==> config.mk <==
export PLATFORM = sky130hd
export DESIGN_NAME = bank_cmd_scheduler_flat
export DESIGN_NICKNAME = d
export VERILOG_FILES = /design/src/rtl/bank_cmd_scheduler_if.sv /design/src/rtl/bank_cmd_scheduler.sv /design/src/flat_wrapper.sv
export SDC_FILE = /design/constraint.sdc
export NUM_CORES = 1
export LEC_CHECK = 0
export ABC_AREA = 1
export BUFFER_PORTS_ARGS = -buffer_cell sky130_fd_sc_hd__buf_2
export CAP_MARGIN = 20
export CORE_MARGIN = 5
export CORE_UTILIZATION = 55
export CTS_CLUSTER_SIZE = 14
export DETAILED_ROUTE_END_ITERATION = 12
export GPL_TIMING_DRIVEN = 0
export PLACE_DENSITY = 0.83
export SETUP_SLACK_MARGIN = 0.5
export SLEW_MARGIN = 15
export SYNTH_ARGS = -nofsm -noshare
export SYNTH_HDL_FRONTEND = slang
export SYNTH_SLANG_ARGS = --single-unit
==> constraint.sdc <==
create_clock -name clk -period 3.39 [get_ports clk]
set_input_delay 0.1695 -clock clk [delete_from_list [all_inputs] [get_ports clk]]
set_output_delay 0.1695 -clock clk [all_outputs]
set_load 0.02 [all_outputs]
==> src/rtl/bank_cmd_scheduler_if.sv <==
// Host request/response bundle for bank_cmd_scheduler.
// Handshake: a request transfers on a rising clock edge where req_valid and
// req_ready are both high; req_we/req_row/req_col must be stable while
// req_valid is high. resp_valid is a single-cycle completion pulse with no
// back-pressure.
interface bank_cmd_scheduler_if #(
    parameter int ROW_W = 14,
    parameter int COL_W = 10
);
    logic             req_valid;
    logic             req_ready;
    logic             req_we;
    logic [ROW_W-1:0] req_row;
    logic [COL_W-1:0] req_col;
    logic             resp_valid;

    modport master (
        output req_valid, req_we, req_row, req_col,
        input  req_ready, resp_valid
    );

    modport slave (
        input  req_valid, req_we, req_row, req_col,
        output req_ready, resp_valid
    );
endinterface

==> src/rtl/bank_cmd_scheduler.sv <==
// Open-page command scheduler for a single bank. Converts host requests into
// held ACT/RD/WR/PR/REF levels and treats the timing FSM's bank_state as the
// acknowledge for each level. Tracks the open row, precharges on a row miss
// and services periodic refresh from an internal tREFI counter.
// Optional watchdog: define BANK_CMD_TMO_EN to bound every issue/drain wait
// to TMO cycles (sticky sched_err, forced return to CLOSED).
module bank_cmd_scheduler #(
    parameter int ROW_W = 14,
    parameter int COL_W = 10,
    parameter int TMO   = 64
) (
    input  logic             clk,
    input  logic             rst_n,
    bank_cmd_scheduler_if.slave host,
    input  logic [15:0]      refi,
    input  logic [4:0]       bank_state,
    output logic             ACT,
    output logic             RD,
    output logic             WR,
    output logic             PR,
    output logic             REF,
    output logic [ROW_W-1:0] cmd_row,
    output logic [COL_W-1:0] cmd_col,
    output logic             ref_overrun,
    output logic             sched_err,
    output logic [3:0]       state_dbg,
    output logic             row_open_dbg,
    output logic [ROW_W-1:0] open_row_dbg,
    output logic             ref_pend_dbg
);
    localparam logic [4:0] BS_IDLE    = 5'd0;
    localparam logic [4:0] BS_ACTIVE  = 5'd3;
    localparam logic [4:0] BS_PRECHG  = 5'd10;
    localparam logic [4:0] BS_READING = 5'd11;
    localparam logic [4:0] BS_REFRESH = 5'd13;
    localparam logic [4:0] BS_WRITING = 5'd18;

    typedef enum logic [3:0] {
        CLOSED = 4'd0, ACT_I = 4'd1, ACT_W = 4'd2, OPEN  = 4'd3, RW_I  = 4'd4,
        RW_W   = 4'd5, PRE_I = 4'd6, PRE_W = 4'd7, REF_I = 4'd8, REF_W = 4'd9
    } state_t;

    state_t           state, state_next;
    logic             lat_we, req_pend, row_open, ref_pend;
    logic [ROW_W-1:0] open_row;
    logic [15:0]      refi_ct;
    logic             accept, miss, issue_pend, act_done, pre_done, ref_ack;
    logic             ready_c, resp_c, wrap, wd_trip;

    // Next-state and per-cycle event decode; the watchdog overrides last.
    always_comb begin
        state_next = state;
        ready_c    = 1'b0;
        resp_c     = 1'b0;
        accept     = 1'b0;
        miss       = 1'b0;
        issue_pend = 1'b0;
        act_done   = 1'b0;
        pre_done   = 1'b0;
        ref_ack    = 1'b0;
        case (state)
            CLOSED: begin
                if (ref_pend) begin
                    state_next = REF_I;
                end else begin
                    ready_c = 1'b1;
                    if (host.req_valid) begin
                        accept     = 1'b1;
                        miss       = 1'b1;
                        state_next = ACT_I;
                    end
                end
            end
            ACT_I: if (bank_state == BS_ACTIVE) begin
                act_done   = 1'b1;
                state_next = OPEN;
            end
            ACT_W: state_next = OPEN;
            OPEN: begin
                // A request latched before the ACT is finished ahead of refresh.
                if (req_pend) begin
                    issue_pend = 1'b1;
                    state_next = RW_I;
                end else if (ref_pend) begin
                    state_next = PRE_I;
                end else begin
                    ready_c = 1'b1;
                    if (host.req_valid) begin
                        accept = 1'b1;
                        if (row_open && host.req_row == open_row) begin
                            state_next = RW_I;
                        end else begin
                            miss       = 1'b1;
                            state_next = PRE_I;
                        end
                    end
                end
            end
            RW_I: if (bank_state == (lat_we ? BS_WRITING : BS_READING)) state_next = RW_W;
            RW_W: if (bank_state == BS_ACTIVE) begin
                resp_c     = 1'b1;
                state_next = OPEN;
            end
            PRE_I: if (bank_state == BS_PRECHG) state_next = PRE_W;
            PRE_W: if (bank_state == BS_IDLE) begin
                pre_done = 1'b1;
                if (req_pend)      state_next = ACT_I;
                else if (ref_pend) state_next = REF_I;
                else               state_next = CLOSED;
            end
            REF_I: if (bank_state == BS_REFRESH) begin
                ref_ack    = 1'b1;
                state_next = REF_W;
            end
            REF_W: if (bank_state == BS_IDLE) state_next = CLOSED;
            default: state_next = CLOSED;
        endcase
        if (wd_trip) begin
            state_next = CLOSED;
            resp_c     = 1'b0;
            act_done   = 1'b0;
            pre_done   = 1'b0;
            ref_ack    = 1'b0;
        end
    end

    // State register plus request latch and open-row tracking.
    always_ff @(posedge clk or negedge rst_n) begin
        if (!rst_n) begin
            state    <= CLOSED;
            lat_we   <= 1'b0;
            cmd_row  <= '0;
            cmd_col  <= '0;
            req_pend <= 1'b0;
            row_open <= 1'b0;
            open_row <= '0;
        end else begin
            state <= state_next;
            if (accept) begin
                lat_we  <= host.req_we;
                cmd_row <= host.req_row;
                cmd_col <= host.req_col;
            end
            if (accept && miss) req_pend <= 1'b1;
            if (issue_pend)     req_pend <= 1'b0;
            if (act_done) begin
                row_open <= 1'b1;
                open_row <= cmd_row;
            end
            if (pre_done) row_open <= 1'b0;
            if (wd_trip) begin
                row_open <= 1'b0;
                req_pend <= 1'b0;
            end
        end
    end

    // tREFI timer: wraps at refi-1, raising a refresh request (or overrun).
    assign wrap = (refi != 16'd0) && (refi_ct >= refi - 16'd1);

    // Refresh counter, pending flag and overrun pulse.
    always_ff @(posedge clk or negedge rst_n) begin
        if (!rst_n) begin
            refi_ct     <= '0;
            ref_pend    <= 1'b0;
            ref_overrun <= 1'b0;
        end else begin
            if (refi == 16'd0 || wrap) refi_ct <= '0;
            else                       refi_ct <= refi_ct + 16'd1;
            if (wrap)         ref_pend <= 1'b1;
            else if (ref_ack) ref_pend <= 1'b0;
            ref_overrun <= wrap && ref_pend;
        end
    end

`ifdef BANK_CMD_TMO_EN
    localparam int WD_W = $clog2(TMO + 1);
    logic [WD_W-1:0] wd_ct;
    logic            in_wait;

    assign in_wait = (state != CLOSED) && (state != OPEN);
    assign wd_trip = in_wait && (wd_ct == WD_W'(TMO - 1));

    // Watchdog: cycles in the current issue/drain state, sticky error on expiry.
    always_ff @(posedge clk or negedge rst_n) begin
        if (!rst_n) begin
            wd_ct     <= '0;
            sched_err <= 1'b0;
        end else begin
            if (!in_wait || state_next != state) wd_ct <= '0;
            else                                 wd_ct <= wd_ct + WD_W'(1);
            if (wd_trip) sched_err <= 1'b1;
        end
    end
`else
    wire unused_tmo = (TMO == 0);
    assign wd_trip   = 1'b0;
    assign sched_err = 1'b0;
`endif

    assign host.req_ready  = ready_c && rst_n;
    assign host.resp_valid = resp_c;
    assign ACT             = (state == ACT_I);
    assign RD              = (state == RW_I) && !lat_we;
    assign WR              = (state == RW_I) && lat_we;
    assign PR              = (state == PRE_I);
    assign REF             = (state == REF_I);
    assign state_dbg       = state;
    assign row_open_dbg    = row_open;
    assign open_row_dbg    = open_row;
    assign ref_pend_dbg    = ref_pend;
endmodule
==> src/flat_wrapper.sv <==
// flat-port wrapper written by rule: the top's interface ports become plain ports
module bank_cmd_scheduler_flat 
#(
    parameter int ROW_W = 14,
    parameter int COL_W = 10,
    parameter int TMO   = 64
)
  (clk, rst_n, refi, bank_state, ACT, RD, WR, PR, REF, cmd_row, cmd_col, ref_overrun, sched_err, state_dbg, row_open_dbg, open_row_dbg, ref_pend_dbg, host_req_valid, host_req_we, host_req_row, host_req_col, host_req_ready, host_resp_valid);
  bank_cmd_scheduler_if #(.ROW_W(ROW_W), .COL_W(COL_W)) host_i ();
  input  logic clk;
  input  logic rst_n;
  input  logic [15:0] refi;
  input  logic [4:0] bank_state;
  output logic ACT;
  output logic RD;
  output logic WR;
  output logic PR;
  output logic REF;
  output logic [ROW_W-1:0] cmd_row;
  output logic [COL_W-1:0] cmd_col;
  output logic ref_overrun;
  output logic sched_err;
  output logic [3:0] state_dbg;
  output logic row_open_dbg;
  output logic [ROW_W-1:0] open_row_dbg;
  output logic ref_pend_dbg;
  input wire logic [$bits(host_i.req_valid)-1:0] host_req_valid;
  input wire logic [$bits(host_i.req_we)-1:0] host_req_we;
  input wire logic [$bits(host_i.req_row)-1:0] host_req_row;
  input wire logic [$bits(host_i.req_col)-1:0] host_req_col;
  output wire logic [$bits(host_i.req_ready)-1:0] host_req_ready;
  output wire logic [$bits(host_i.resp_valid)-1:0] host_resp_valid;
  assign host_i.req_valid = host_req_valid;
  assign host_i.req_we = host_req_we;
  assign host_i.req_row = host_req_row;
  assign host_i.req_col = host_req_col;
  assign host_req_ready = host_i.req_ready;
  assign host_resp_valid = host_i.resp_valid;
  bank_cmd_scheduler #(.ROW_W(ROW_W), .COL_W(COL_W), .TMO(TMO)) u_core (.clk(clk), .rst_n(rst_n), .host(host_i), .refi(refi), .bank_state(bank_state), .ACT(ACT), .RD(RD), .WR(WR), .PR(PR), .REF(REF), .cmd_row(cmd_row), .cmd_col(cmd_col), .ref_overrun(ref_overrun), .sched_err(sched_err), .state_dbg(state_dbg), .row_open_dbg(row_open_dbg), .open_row_dbg(open_row_dbg), .ref_pend_dbg(ref_pend_dbg));
endmodule
==> out/qor.csv, run 1 <==
metric,value,unit
status,finished clean,
GRT overflow,0,
Inserted Clock Buffers,9,
Port-buffer cells,100,
via count,3640,
reg2reg setup slack,1.55,ns
"EDFF count, synth",0,
"most used cell, CP",inv_1,
NumNets Final,698,
main combinational cell family by area after synthesis,simple AND/OR/NAND/NOR gates,
Synth Area in XOR/XNOR,0.0620,
antenna-violating nets left,0,
"most common cell after layout, fill and taps aside",nand2_1,
relative slew slack,0.478,
Sum Neg Setup Slack,0,ns
die height,93.3,um
Synth Area in Compound Gates,0.0754,
die width,93.3,um
power per standard cell area,691,mW/mm2
adder-cell share of the synthesized area,0.0623,
RSZ-0062 raised after global routing,no,
ranking of synthesized cells by area,"dfrtp_1 (41%), nand2_1 (14%), inv_1 (7.2%)",
final setup fails,0,
H-tree depth,3,
DP HPWL,7120,um
Fin. Hold Viols,0,
Max Cap Viol,0,
multiplexer share of the synthesized area,0.00295,
WL/cell,12.9,um
"Cell Area, Synth",0.00381,mm2
most frequent cells in the layout,"nand2_1 (147), buf_2 (104), inv_1 (73), nor2_1 (70), dfrtp_1 (63)",
fraction of final layout cells sized beyond drive strength 1,0.222,
total power,3.19,mW
sequential share of the synthesized area,0.413,
Post-Route WL,9200,um
first-pass GRT wire length,15500,um
worst hold slack,0.0245,ns
Area growth syn-to-layout,20.9,%
DR iter-0 viols,188,
vias in the first global route,3558,
core area,0.00676,mm2
final core utilization,0.682,
fin crit share,0.750,
CP max FO,10,
Fmax,393,MHz
syn_nets,585,
clock sinks,63,
DRC Markers,0,
clk buf depth,2,
Simple-Gate Fraction of Synth Area,0.295,
Worst Setup End Kind,flop,
initial antenna violation count,0,
"Req. time, crit path",3.61,ns
Via density,5.09,
I/O pins,102,
Yosys cell types,34,
syn_area_per_cell,7.38,um2
"Top FF cell, synth",dfrtp_1,
CP Buf/Inv Count,5,
Lkg Pwr,2.63,nW
worst-skew pair later-pin latency,0.34,ns
worst hold path type,in2reg,
clock skew,0.0104,ns
fin crit period,2.54,ns
crit-path cells,buf_2 -> inv_1 -> ha_1 -> nand3_1 -> nor3_2 -> inv_1 -> nor2_1 -> nand3_1 -> xnor2_1 -> inv_1 -> ha_1 -> nand2_1 -> nor4_2 -> nand2_1 -> nand4_1 -> buf_4 -> nor2_1,
crit start category,input port,
root buf cell,clkbuf_8,
Worst Max-Slew Pin Slew,0.783,ns
critical path's slowest cell,nor4_2,
DIE AREA,0.00870,mm2
async set-or-reset flop fraction in the synthesized netlist,1.00,
Arrival @ worst endpoint,2.76,ns
Critical Path Max Stage Delay,0.33,ns
largest area contributor in the netlist,dfrtp_1,
Cells after Synth,517,
# fillers,565,
largest net degree at the start of global routing,65,
diode count,0,
Initial Utilization,0.565,
drt pass-1 iters,6,
Yosys reg bits,63,
share of the synthesized area in the top cell type,0.413,
routability cong.,0.889,
Slew Limit Fails,0,
VDD IR max,489,uV
Synth Warn #,0,
overall routing resource usage,0.218,
"CP delay by family, top",simple AND/OR/NAND/NOR gates,
CTS tree,built,
Crit Path Class,in2reg,
clk slew on worst S/H paths,0.07,ns
Rows,30,
## layout make-up
| type | instances | area, um2 | share of cell area |
|---|---|---|---|
| clock inverters | 7 | 40.0 | 0.00868 |
| repair buffers | 102 | 520 | 0.113 |
| clock buffers | 9 | 124 | 0.0269 |
| plain buffers | 8 | 51.3 | 0.0111 |
| multi-input cells | 370 | 1910 | 0.415 |
| inverters | 76 | 285 | 0.0619 |
| well taps | 80 | 100 | 0.0217 |
| flip-flops and latches | 63 | 1580 | 0.342 |
## stage by stage
stage                     std cells  setup slack, ns  area, um2
after global routing            715            0.633       4610
after detailed placement        697            0.185       4420
after global placement          697            0.307       4420
final                           715            0.847       4610
after CTS                       714            0.529       4590
after floorplan                 517            0.780       3810
## metal layers
layer	track usage	vias to the layer above	part of all wire
met3	0.0523	16	0.055
met4	0.0501	0	0.015
li1	-	1841	-
met5	0	-	0
met1	0.277	1676	0.44
met2	0.375	107	0.49
## worst min-delay path: cells and delay by family
| kind | cells | cell delay (ns) |
|---|---|---|
| simple gates | 2 | 0.08 |
| buf+inv | 1 | 0.07 |
## final timing paths
path                                          startpoint                                  to  cells past startpoint
max                                              refi[0]         u_core.refi_ct[9]$_DFF_PN0_                     17
min                                      host_req_col[7]       u_core.cmd_col[7]$_DFFE_PN0P_                      3
max reg2reg                  u_core.refi_ct[7]$_DFF_PN0_         u_core.refi_ct[9]$_DFF_PN0_                      7
min reg2reg                u_core.cmd_col[1]$_DFFE_PN0P_       u_core.cmd_col[1]$_DFFE_PN0P_                      2
max in group asynchronous                          rst_n         u_core.refi_ct[4]$_DFF_PN0_                      2
min in group asynchronous                          rst_n  u_core.open_row_dbg[2]$_DFFE_PN0P_                      2
## cell families (layout without fill, tap and decap cells)
group	count (synthesis)	in the layout
mux	1	1
other cells	1	1
flops	63	63
xor+xnor	27	27
simple gates	269	269
fa+ha+maj	19	19
buf+inv	84	202
compound gates	53	53
## cells in the mapped netlist, drive strengths merged, types with 5 or more instances
library cell / count
a21oi: 23
buf: 8
dfrtp: 63
ha: 19
inv: 76
nand2: 150
nand3: 23
nand4: 8
nor2: 73
nor3: 6
nor4: 5
o21ai: 26
xnor2: 8
xor2: 19
## sequential cells by signal (all words and copies together) (netlist names)
register	count
u_core.refi_ct	16
u_core.cmd_row	14
u_core.open_row_dbg	14
u_core.cmd_col	10
u_core.state_dbg	4
u_core.lat_we	1
u_core.ref_overrun	1
u_core.ref_pend_dbg	1
u_core.req_pend	1
u_core.row_open_dbg	1
## power by group
group,internal [mW],switching (mW)
sequential,1.02,0.231
clock,0.258,0.290
combinational,0.490,0.903
## what timing repair did
action,CTS,global route
hold buffers,1,0
endpoints found under the hold margin,63,0
endpoints found under the setup margin,0,16
gates resized for setup,0,2
setup buffers,0,1
(Power assumes the default switching activity.)
==> run 2, diff against run 1 <==
- ABC_AREA: 1 -> 0
- CORE_UTILIZATION: 55 -> 53
- PLACE_DENSITY: 0.83 -> 0.8
- clock period: 3.39 -> 2.5 ns (I/O delays scaled with it)
==> run 2 against run 1 <==
Effect of this change: clock skew fell by 0.0026 ns; largest power group unchanged; combinational power up 18%; cell count is 18% lower; critical endpoint is now u_core.refi_ct[10]$_DFF_PN0_; routed wire length up 15%; setup slack lost 0.83 ns; synthesized cell count fell by 33%; total power rose by 22%; sequential cell count is the same; area after synthesis fell by 0.95%; hold slack got worse by 0.013 ns.
==> out/qor.csv, run 2 <==
metric,value,unit
Via density,5.80,
Synth Area in XOR/XNOR,0.0997,
DIE AREA,0.00892,mm2
number of flip-flops in the largest register,16,
Post-Route WL,10600,um
"Req. time, crit path",2.69,ns
DR iter-0 viols,171,
largest reg by FF count,u_core.refi_ct,
"count leader, synth",dfrtp_1,
Critical Path Max Stage Delay,0.35,ns
WL/cell,18.1,um
most frequent cells in the layout,"buf_2 (95), dfrtp_1 (61), xnor2_1 (26), nor2_1 (25)",
multiplexer share of the synthesized area,0.138,
"Cell Area, Synth",0.00378,mm2
Fin. Hold Viols,0,
r2r endpoint,u_core.cmd_col[2]$_DFFE_PN0P_,
most frequent cells after synthesis,"dfrtp_1 (63), nor3_1 (29), nor2_1 (27), xnor2_1 (27), mux2_2 (20)",
critical path's slowest cell,nor4_4,
vias in the first global route,3447,
root buf cell,clkbuf_8,
Rows,30,
Worst Max-Slew Pin Slew,0.911,ns
syn_area_per_cell,10.9,um2
DP HPWL,6970,um
main combinational cell family by area after synthesis,simple AND/OR/NAND/NOR gates,
reg2reg setup slack,0.36,ns
final setup fails,0,
Place WS,-0.827,ns
Synth Area in Compound Gates,0.0623,
clk buf depth,2,
RSZ-0062 raised after global routing,yes,
Lkg Pwr,2.51,nW
Slew Limit Fails,0,
crit start category,input port,
multi-input logic area,0.00232,mm2
VDD IR max,664,uV
CTS tree,built,
final worst setup slack,0.0143,ns
crit-path cells,buf_8 -> nor4_4 -> nand4_1 -> or2_4 -> nor2_4 -> xnor2_2 -> ha_1 -> nand4_1 -> nor2_1 -> o2111ai_1 -> o211ai_1 -> buf_4 -> buf_8 -> nor3_2,
routability cong.,0.937,
Initial Utilization,0.550,
clock sinks,63,
diode count,0,
Worst Setup SP,refi[5],
Yosys cell types,53,
drt pass-1 iters,5,
Yosys reg bits,63,
fraction of final layout cells sized beyond drive strength 1,0.473,
Register-to-Register Path Depth,8,
status,finished clean,
placed instance count,543,
Simple-Gate Fraction of Synth Area,0.192,
GRT overflow,0,
Crit Path Class,in2reg,
# fillers,439,
Area growth syn-to-layout,37.2,%
adder-cell share of the synthesized area,0.0629,
largest area contributor in the netlist,dfrtp_1,
clk slew on worst S/H paths,0.07,ns
ranking of synthesized cells by area,"dfrtp_1 (42%), mux2_4 (7.5%), ha_1 (6.3%)",
"EDFF count, synth",0,
overall routing resource usage,0.234,
via count,3407,
Sequential Area,0.00158,mm2
fin crit period,2.49,ns
antenna-violating nets left,0,
fin crit share,0.994,
Inserted Clock Buffers,9,
worst hold path type,in2reg,
relative slew slack,0.392,
CP max FO,5,
worst-skew pair later-pin latency,0.34,ns
"Top FF cell, synth",dfrtp_1,
Port-buffer cells,100,
reg2reg start,u_core.state_dbg[1]$_DFFE_PN0P_,
core area,0.00687,mm2
Cells after Synth,347,
initial antenna violation count,0,
"most common cell after layout, fill and taps aside",buf_2,
fin cells,587,
DRC Markers,0,
async set-or-reset flop fraction in the synthesized netlist,1.00,
Synth Warn #,0,
die height,94.4,um
total power,3.89,mW
die width,94.4,um
power per standard cell area,751,mW/mm2
sequential share of the synthesized area,0.417,
Fmax,402,MHz
NumNets Final,554,
largest net degree at the start of global routing,65,
Worst Setup End Kind,flop,
crit path to,u_core.refi_ct[10]$_DFF_PN0_,
first-pass GRT wire length,16200,um
H-tree depth,3,
Max Cap Viol,0,
syn_nets,415,
I/O pins,102,
Arrival @ worst endpoint,2.67,ns
clock skew,0.00779,ns
share of the synthesized area in the top cell type,0.417,
==> run 2: cell types whose count changed after synthesis, sizes merged, moves of 17 or more <==
| cell | delta |
|---|---|
| a21oi | -17 |
| mux2 | +39 |
| nor3 | +24 |
| inv | -69 |
| nor2 | -46 |
| xnor2 | +19 |
| o21ai | -18 |
| nand2 | -134 |
==> run 2: area by class of cell <==
class	instances	area share
Buffer	12	0.0224
Clock buffer	11	0.0292
Clock inverter	5	0.00627
Inverter	7	0.00507
Multi-Input combinational cell	265	0.447
Sequential cell	63	0.305
Tap cell	96	0.0232
Timing Repair Buffer	128	0.162
==> run 2: cells by family (layout without fill, tap and decap cells) <==
logic type	count (synthesis)	after routing
fa+ha+maj	19	19
simple gates	129	129
other cells	1	1
flops	63	63
compound gates	33	33
mux	40	40
xor+xnor	43	43
buf+inv	19	163
==> run 2: repair_timing <==
item	in CTS	in global routing
setup buffers	16	5
hold buffers	3	1
pin swaps	28	19
hold endpoints to repair	65	1
gates resized for setup	44	36
cloned	3	0
endpoints found under the setup margin	50	63
==> run 2: worst min path at each step <==
stage | startpoint | slack [ns] | endpoint | cells past startpoint
global placement | host_req_col[3] | 0.35 | u_core.cmd_col[3]$_DFFE_PN0P_ | 2
global route | host_req_we | -0.004 | u_core.lat_we$_DFFE_PN0P_ | 2
finish | host_req_col[6] | 0.01 | u_core.cmd_col[6]$_DFFE_PN0P_ | 2
floorplan | rst_n | -0.17 | u_core.cmd_col[0]$_DFFE_PN0P_ | 0
detailed placement | rst_n | 0.26 | u_core.cmd_col[0]$_DFFE_PN0P_ | 1
CTS | host_req_col[6] | 0.001 | u_core.cmd_col[6]$_DFFE_PN0P_ | 2
==> run 2: report_power, final <==
| group | switching (mW) | total (mW) | internal [mW] |
|---|---|---|---|
| Sequential | 0.225 | 1.45 | 1.22 |
| Clock | 0.400 | 0.810 | 0.410 |
| Combinational | 0.876 | 1.64 | 0.760 |
| Total | 1.50 | 3.89 | 2.39 |
==> run 2: per-layer routing <==
layer / routed length (um) / vias to the layer above / GRT usage
li1: - / 1529 / -
met1: 3960 / 1650 / 0.273
met2: 5530 / 181 / 0.413
met3: 757 / 47 / 0.0669
met4: 371 / 0 / 0.0794
met5: 0 / - / 0
==> run 2: per-stage QoR <==
stage	utilization	cell area, um2	TNS (ns)	hold slack, ns
6_report	0.755	5180	0	0.0114
5_1_grt	0.755	5180	-0.668	-0.00441
4_1_cts	0.730	5020	0	0.00129
3_5_place_dp	0.644	4420	-12.07	0.261
3_3_place_gp	0.643	4420	-10.70	0.355
2_1_floorplan	-	3800	-1.07	-0.171
==> run 2: worst max-delay path, delay by kind of cell <==
kind | cells | cell delay, ns
AOI/OAI and AO/OA | 2 | 0.35
adders and majority gates | 1 | 0.33
buffers and inverters | 3 | 0.42
xor gates and xnor gates | 1 | 0.06
and+or+nand+nor | 7 | 1.39
